File: config.mk
export PLATFORM = sky130hd
export DESIGN_NAME = dmem_arbiter
export DESIGN_NICKNAME = d
export VERILOG_FILES = /design/src/rtl/dmem_arbiter.sv
export SDC_FILE = /design/constraint.sdc
export NUM_CORES = 1
export LEC_CHECK = 0
export ABC_CLOCK_PERIOD_IN_PS = 1900
export CORE_ASPECT_RATIO = 0.6
export CORE_MARGIN = 10
export CORE_UTILIZATION = 36
export DETAILED_ROUTE_END_ITERATION = 10
export GPL_ROUTABILITY_DRIVEN = 0
export GPL_TIMING_DRIVEN = 0
export MAX_ROUTING_LAYER = met4
export PLACE_DENSITY = 0.8
export SLEW_MARGIN = 25
export SYNTH_ARGS = -nofsm -noshare
export SYNTH_HDL_FRONTEND = slang
export SYNTH_SLANG_ARGS = --single-unit
File: constraint.sdc
create_clock -name clk -period 1.9 [get_ports clk]
set_clock_uncertainty 0.05 [all_clocks]
set_input_delay 0.38 -clock clk [delete_from_list [all_inputs] [get_ports clk]]
set_output_delay 0.38 -clock clk [all_outputs]
set_load 0.01 [all_outputs]
File: src/rtl/dmem_arbiter.sv
// rtl/dmem_arbiter.sv - CPU/loader data-memory arbiter with round-robin, lock bursts and read tagging
module dmem_arbiter #(
  parameter int ADDR_WIDTH = 8,
  parameter int DATA_WIDTH = 8,
  parameter int MAX_LOCK   = 4
) (
  input  logic                  clk,
  input  logic                  rst_n_i,
  input  logic                  cpu_req_i,
  input  logic                  cpu_we_i,
  input  logic [ADDR_WIDTH-1:0] cpu_addr_i,
  input  logic [DATA_WIDTH-1:0] cpu_wdata_i,
  output logic                  cpu_stall_o,
  output logic                  cpu_rvalid_o,
  output logic [DATA_WIDTH-1:0] cpu_rdata_o,
  input  logic                  ldr_req_i,
  input  logic                  ldr_we_i,
  input  logic [ADDR_WIDTH-1:0] ldr_addr_i,
  input  logic [DATA_WIDTH-1:0] ldr_wdata_i,
  input  logic                  ldr_lock_i,
  output logic                  ldr_gnt_o,
  output logic                  ldr_rvalid_o,
  output logic [DATA_WIDTH-1:0] ldr_rdata_o,
  output logic                  mem_readmem_o,
  output logic                  mem_writemem_o,
  output logic [ADDR_WIDTH-1:0] mem_addr_o,
  output logic [DATA_WIDTH-1:0] mem_data_o,
  input  logic [DATA_WIDTH-1:0] mem_q_i
);

  typedef enum logic [1:0] {ARB, LDR_BURST, YIELD} state_t;

  state_t                state, stateNext;
  logic                  lastGnt;      // 1: loader was granted most recently
  logic [3:0]            lockCnt, lockCntNext;
  logic [3:0]            beatCnt;
  logic                  cpuGnt, ldrGnt, anyGnt, selWe;
  logic                  tagValid, tagOwner;  // owner 1: loader
  logic [DATA_WIDTH-1:0] cpuRdataQ, ldrRdataQ;

  always_comb begin
    cpuGnt      = 1'b0;
    ldrGnt      = 1'b0;
    stateNext   = state;
    lockCntNext = lockCnt;
    beatCnt     = 4'd0;
    if (rst_n_i) begin
      if (state == YIELD) begin
        cpuGnt      = cpu_req_i;
        stateNext   = ARB;
        lockCntNext = 4'd0;
      end else begin
        if (state == LDR_BURST && ldr_req_i && ldr_lock_i) begin
          ldrGnt = 1'b1;
        end else if (cpu_req_i && ldr_req_i) begin
          cpuGnt = lastGnt;
          ldrGnt = ~lastGnt;
        end else begin
          cpuGnt = cpu_req_i;
          ldrGnt = ldr_req_i;
        end
        // A locked loader beat opens or extends a burst; the entry beat counts.
        if (ldrGnt && ldr_lock_i) begin
          beatCnt = ((state == LDR_BURST) ? lockCnt : 4'd0) + 4'd1;
          if (beatCnt == 4'(MAX_LOCK)) begin
            lockCntNext = 4'd0;
            stateNext   = cpu_req_i ? YIELD : LDR_BURST;
          end else begin
            lockCntNext = beatCnt;
            stateNext   = LDR_BURST;
          end
        end else begin
          lockCntNext = 4'd0;
          stateNext   = ARB;
        end
      end
    end
  end

  assign anyGnt         = cpuGnt | ldrGnt;
  assign selWe          = cpuGnt ? cpu_we_i : ldr_we_i;
  assign cpu_stall_o    = cpu_req_i & ~cpuGnt;
  assign ldr_gnt_o      = ldrGnt;
  assign mem_writemem_o = anyGnt & selWe;
  assign mem_readmem_o  = anyGnt & ~selWe;
  assign mem_addr_o     = cpuGnt ? cpu_addr_i  : (ldrGnt ? ldr_addr_i  : '0);
  assign mem_data_o     = cpuGnt ? cpu_wdata_i : (ldrGnt ? ldr_wdata_i : '0);

  always_ff @(posedge clk or negedge rst_n_i) begin
    if (!rst_n_i) begin
      state   <= ARB;
      lastGnt <= 1'b1;
      lockCnt <= 4'd0;
    end else begin
      state   <= stateNext;
      lockCnt <= lockCntNext;
      if (anyGnt) lastGnt <= ldrGnt;
    end
  end

  // Read data arrives one cycle after the grant; the tag routes it to its owner.
  always_ff @(posedge clk or negedge rst_n_i) begin
    if (!rst_n_i) begin
      tagValid  <= 1'b0;
      tagOwner  <= 1'b0;
      cpuRdataQ <= '0;
      ldrRdataQ <= '0;
    end else begin
      tagValid <= mem_readmem_o;
      tagOwner <= ldrGnt;
      if (cpu_rvalid_o) cpuRdataQ <= mem_q_i;
      if (ldr_rvalid_o) ldrRdataQ <= mem_q_i;
    end
  end

  assign cpu_rvalid_o = tagValid & ~tagOwner;
  assign ldr_rvalid_o = tagValid & tagOwner;
  assign cpu_rdata_o  = cpu_rvalid_o ? mem_q_i : cpuRdataQ;
  assign ldr_rdata_o  = ldr_rvalid_o ? mem_q_i : ldrRdataQ;

endmodule

==> key figures, run 1 <==
Status
  • Status: finished, violations left
  • Failing checks: negative setup slack

Flow run
  • Max Cap Viol: 0

Floorplanning
  • Initial Util: between 30% and 40%
  • Die Ht: 66.5 um
  • Core area: about 0.0034 mm2
  • Die ar.: between 0.006 and 0.007 mm2
  • Row count: 16
  • Die width: around 100 um
  • I/O Pins: 85

Layout
  • Final Net Count: 280
  • Final-layout fill cell count: ~220
  • Area grow syn2layout: 98.2%
  • # diodes: 0
  • Share of cells above drive strength 1: between 40 and 50%

Global routing
  • Number of global-route vias before repair: roughly 1.5k
  • Total gr overflow: 0
  • First-pass GRT wire length: 7560 um
  • Total track usage: between 10 and 15%
  • Largest net degree at the start of global routing: 25
  • Initial antenna violation count: 0

Synth
  • Post-synthesis cell area: around 0.0013 mm2
  • Main area contributors after synthesis: dfrtp_1 46%, mux2_2 14%, a22o_1 12%
  • Netlist cell types: 33
  • Mapped Cells: 112
  • Flop and latch count out of synthesis: 25
  • Post-Syn Nets: between 150 and 200
  • EDFF count, synth: 0
  • Average size of a mapped cell: roughly 12 um2
  • Synth warnings: 0
  • Synth top area share: 46.2%
  • Seq/Total Area, Yosys: 48.3%
  • Cell taking the most area after synthesis: dfrtp_1
  • Ys async rst share: 100%
  • Synth Flop Type: dfrtp_1

CTS
  • Clk sinks: 25
  • CTS Buffer Depth: 2
  • Clock Pin Slew Worst Setup and Hold Paths: 90 ps
  • CTS root buffer: clkbuf_8
  • Clk_lat worst skew: 270 ps
  • H-tree Lvls: 1
  • TritonCTS buffer count: 3
  • CTS tree: built

STA
  • Worst setup margin: -317 ps
  • Worst Max-Slew Pin Slew: approximately 550 ps
  • Max frequency: between 400 and 500 MHz
  • Slew HR: ~63%
  • RSZ-0062 raised after global routing: true
  • Final hold violations: 0
  • Final period utilization: 117%
  • Setup violations, final: 28
  • Final Max Tran Viols: 0
  • Tmin final: about 2200 ps
  • Setup TNS: -6200 ps

Detailed routing
  • DRT Wirelength: about 5500 um
  • DRC violations left: 0
  • First-pass DRT Iterations: 4
  • Antenna-violating nets left: 0
  • Vias per cell: 5.20
  • Vias post-DR: about 1.4k
  • Initial DRC Count: between 50 and 60
  • DR WL/cell: between 15 and 20 um

Power
  • Total power: between 1500 and 2000 uW
  • Static Leak: about 0.0012 uW
  • VDD IR max: 0.504 mV
  • PwrDens: roughly 770 mW/mm2

Min path
  • Worst Hold Class: input port to asynchronous set/reset pin

Placed design
  • IO Port Bufs: 83
  • DP HPWL: roughly 3800 um

Critical path
  • Worst setup EP type: output pin
  • Worst Setup Path Type: flop to output pin
  • Crit Path Max Fanout: 5
  • CP arrival: between 1500 and 2000 ps
  • R2r setup slk: ~420 ps
  • Startpoint types: flop
  • Critical path required time: about 1500 ps
## placed cells by master (no fill, tap or decap), types with 4 or more instances in the layout
cell type,Yosys,layout
buf_2,1,15
mux2_4,0,12
buf_6,2,33
clkbuf_2,0,4
a22o_1,18,17
inv_1,7,6
buf_4,0,21
nand2_1,8,7
clkdlybuf4s50_1,0,42
a21oi_1,5,5
mux2_2,16,4
dfrtp_1,24,23
## path summary, 6_finish.rpt
kind                                  to  cells past startpoint  startpoint
min reg2reg                      lastGnt                      2     lastGnt
min                              lastGnt                      1     rst_n_i
min in group clk                 lastGnt                      3   ldr_req_i
max reg2reg                   lockCnt[3]                      4    state[1]
max in group asynchronous       state[0]                      2     rst_n_i
max                        mem_data_o[5]                      7    state[1]
## flip-flops by register name (all words and copies together), names as in the netlist
| register | count |
|---|---|
| tagValid | 1 |
| ldrRdataQ | 8 |
| cpuRdataQ | 8 |
| tagOwner | 1 |
| lockCnt | 4 |
| lastGnt | 1 |
| state | 2 |
## layer usage
layer / track usage [%] / vias up / part of all wire (%)
li1: - / 662 / -
met1: 17.1 / 713 / 44
met2: 26.1 / 64 / 50
met3: 4.53 / 2 / 5.5
met4: 1.62 / 0 / 0.31
met5: - / - / 0
## power by group
part	internal [uW]	total (uW)	switching (uW)
clock network	149	333	184
logic	569	932	364
registers	658	706	48.4
## cells by family (layout without fill, tap and decap cells)
group | count (synthesis) | count (layout) | synth area share, %
multiplexers | 16 | 16 | 13.9
buffers and inverters | 12 | 132 | 4.72
AO/OA/AOI/OAI | 37 | 37 | 24.2
AND/OR/NAND/NOR | 22 | 22 | 8.96
flip-flops | 25 | 25 | 48.3
## critical path, stage by stage, from the launching register on
cell      delay, ps
dfrtp_1         390
buf_4           140
nand2b_4         60
a22o_4          260
a21oi_4         230
buf_6           160
a22o_1          150
buf_6           110
## Yosys cell counts, drive strengths merged, types with 2 or more instances
cell type	n
buf	3
mux2	16
nand3	2
nor2	3
a21oi	6
inv	7
o22ai	3
a22o	19
dfrtp	24
nand2	8
a31oi	2
clkbuf	2
## stage by stage
step                utilization (%)  worst slack [ps]  hold WS, ps  cells  instance area [um2]
floorplan                         -              58.3         34.4    112                 1300
global placement               65.0             -1800          428    240                 2190
detailed placement             64.8              -997          379    240                 2180
CTS                            69.3              -273         21.4    260                 2330
global route                   76.5              -395         16.7    277                 2570
finish                         76.5              -317         24.7    277                 2570
## timing repair
item                                    4_1_cts  5_1_grt
cloned                                        1        1
pin swaps                                     4        4
buffers inserted                             14       16
endpoints found under the hold margin        24        0
endpoints found under the setup margin       38       37
hold buffers                                  1        0
gates resized for setup                     141       68
## layout make-up
class	instances	area, um2	area share (%)
tap	45	56.3	2.19
timing repair buffer	116	1070	41.7
multi-input combinational	75	696	27.0
clock inverter	1	7.51	0.292
buffer	5	46.3	1.80
inverter	7	26.3	1.02
clock buffer	3	41.3	1.60
sequential	25	628	24.4
Power figures use the tool's default switching activity.
==> inputs of run 2 (changes only) <==
==> constraint.sdc (replaced) <==
create_clock -name clk -period 1.9 [get_ports clk]
set_clock_uncertainty 0.05 [all_clocks]
set_input_delay 0.38 -clock clk [delete_from_list [all_inputs] [get_ports clk]]
set_output_delay 0.38 -clock clk [all_outputs]
set_load 0.1 [all_outputs]
==> key figures, run 2 (synthesized netlist as in run 1, its figures left out) <==
Floorplanning
  • Initial Util: about 39%
  • Die Ht: 66.5 um
  • Row count: 16
  • I/O Pins: 85
  • Die ar.: roughly 0.0065 mm2
  • Core area: approximately 0.0034 mm2
  • Die width: 97.5 um

Critical path
  • R2r setup slk: ~70 ps
  • CP arrival: about 2000 ps
  • Cells along the critical path: nand3b_1 -> a31oi_4 -> buf_4 -> a22o_4 -> buf_12
  • Critical path required time: roughly 1500 ps
  • CP Buf/Inv Count: 2
  • Worst Setup Path Type: flop to output pin
  • Startpoint types: flop
  • Crit Path Max Fanout: 5
  • Worst setup EP type: output pin
  • Cell family with most CP delay: compound AO/OA/AOI/OAI gates
  • Critical path's slowest cell: dfrtp_2
  • CP max stage delay: roughly 470 ps

CTS
  • Clk_lat worst skew: 280 ps
  • Clock Pin Slew Worst Setup and Hold Paths: approximately 90 ps
  • CTS root buffer: clkbuf_8
  • CTS tree: built
  • TritonCTS buffer count: 3
  • CTS Buffer Depth: 2
  • H-tree Lvls: 1
  • Clk sinks: 25

STA
  • Tmin final: between 2000 and 2500 ps
  • Worst Max-Slew Pin Slew: between 500 and 600 ps
  • Final Max Tran Viols: 0
  • Final period utilization: 125%
  • Setup TNS: -9970 ps
  • Max frequency: roughly 420 MHz
  • Slew HR: between 60% and 70%
  • Worst hold slack: between 20 and 30 ps
  • Setup violations, final: 36
  • RSZ-0062 raised after global routing: true
  • Final hold violations: 0
  • Worst setup margin: -476 ps

Detailed routing
  • Wire length on met2: approximately 3800 um
  • Vias post-DR: between 1.5k and 2k
  • Initial DRC Count: between 150 and 200
  • DR WL/cell: roughly 30 um
  • DR top layer: met4
  • Met1 wire length: between 3000 and 4000 um
  • Vias per cell: about 6.0
  • DRT Wirelength: 8190 um
  • DRC violations left: 0
  • Routed wl met3: roughly 1100 um
  • Antenna-violating nets left: 0
  • First-pass DRT Iterations: 4

Layout
  • Commonest cells after routing, fill and taps aside: 42 x clkdlybuf4s50_1, 38 x buf_12, 22 x dfrtp_1, 19 x a22o_4, 16 x mux2_4
  • # diodes: 0
  • Final Instance Area: roughly 0.0032 mm2
  • Final Net Count: ~280
  • Commonest non-fill, non-tap cell in the layout: clkdlybuf4s50_1
  • Share of cells above drive strength 1: a little over half
  • Top Registers: cpuRdataQ: 8 flops, ldrRdataQ: 8 flops, lockCnt: 4 flops
  • Area grow syn2layout: 144%

Power
  • VDD IR max: slightly above 0.9 mV
  • PwrDens: approximately 1100 mW/mm2
  • Static Leak: approximately 0.0014 uW

Placed design
  • Pre-CTS setup slack: -1540 ps
  • Placed cell areas: roughly 0.0023 mm2
  • IO Port Bufs: 83
  • DP HPWL: 3940 um

Global routing
  • Total gr overflow: 0
  • Total track usage: 19.4%
  • First-pass GRT wire length: 9590 um
  • Initial antenna violation count: 0
  • Number of global-route vias before repair: 1,638
  • Largest net degree at the start of global routing: 25

Min path
  • Worst Hold Class: input port to asynchronous set/reset pin

Status
  • Status: finished, violations left
  • Failing checks: negative setup slack

Flow run
  • Max Cap Viol: 0
-- run 2: final cells by class --
class / instances / area (um2)
Timing Repair Buffer: 110 / 1450
Buffer: 5 / 58.8
Clock buffer: 4 / 45.0
Multi-Input combinational cell: 76 / 898
Inverter: 7 / 26.3
Fill cell: 78 / 195
Tap cell: 45 / 56.3
Sequential cell: 25 / 629
-- run 2: power breakdown --
group          internal [uW]  switching [uW]  leakage, uW
clock                    150             172    0.0000228
sequential               659            71.9     0.000302
combinational            965            1510      0.00112
-- run 2: worst paths after layout --
path                              start            end  depth (start not counted)
setup / recovery               state[1]  mem_addr_o[0]                          5
min in group clk                rst_n_i        lastGnt                          3
hold / removal                  rst_n_i        lastGnt                          1
setup reg to reg               state[1]     lockCnt[3]                          5
max in group asynchronous       rst_n_i       state[1]                          2
hold reg to reg            ldrRdataQ[3]   ldrRdataQ[3]                          1
-- run 2: timing repair --
item	4_1_cts	5_1_grt
resized for setup	341	44
pin swaps	3	4
setup endpoints to repair	38	38
gates cloned	0	2
buffers inserted	16	10
hold endpoints to repair	24	0
hold buffers	1	0
-- run 2: metal layers --
metal	GRT usage [%]	vias up
met5	-	-
met4	5.42	0
met3	7.42	32
met2	33.1	152
met1	21.2	792
li1	-	651
-- run 2: per-stage QoR --
stage | std cells | utilization (%) | power [uW]
2_1_floorplan | 112 | - | 2070
3_3_place_gp | 240 | 69.1 | 2480
3_5_place_dp | 240 | 68.9 | 2510
4_1_cts | 261 | 85.0 | 3190
5_1_grt | 272 | 94.2 | 3600
6_report | 272 | 94.2 | 3530
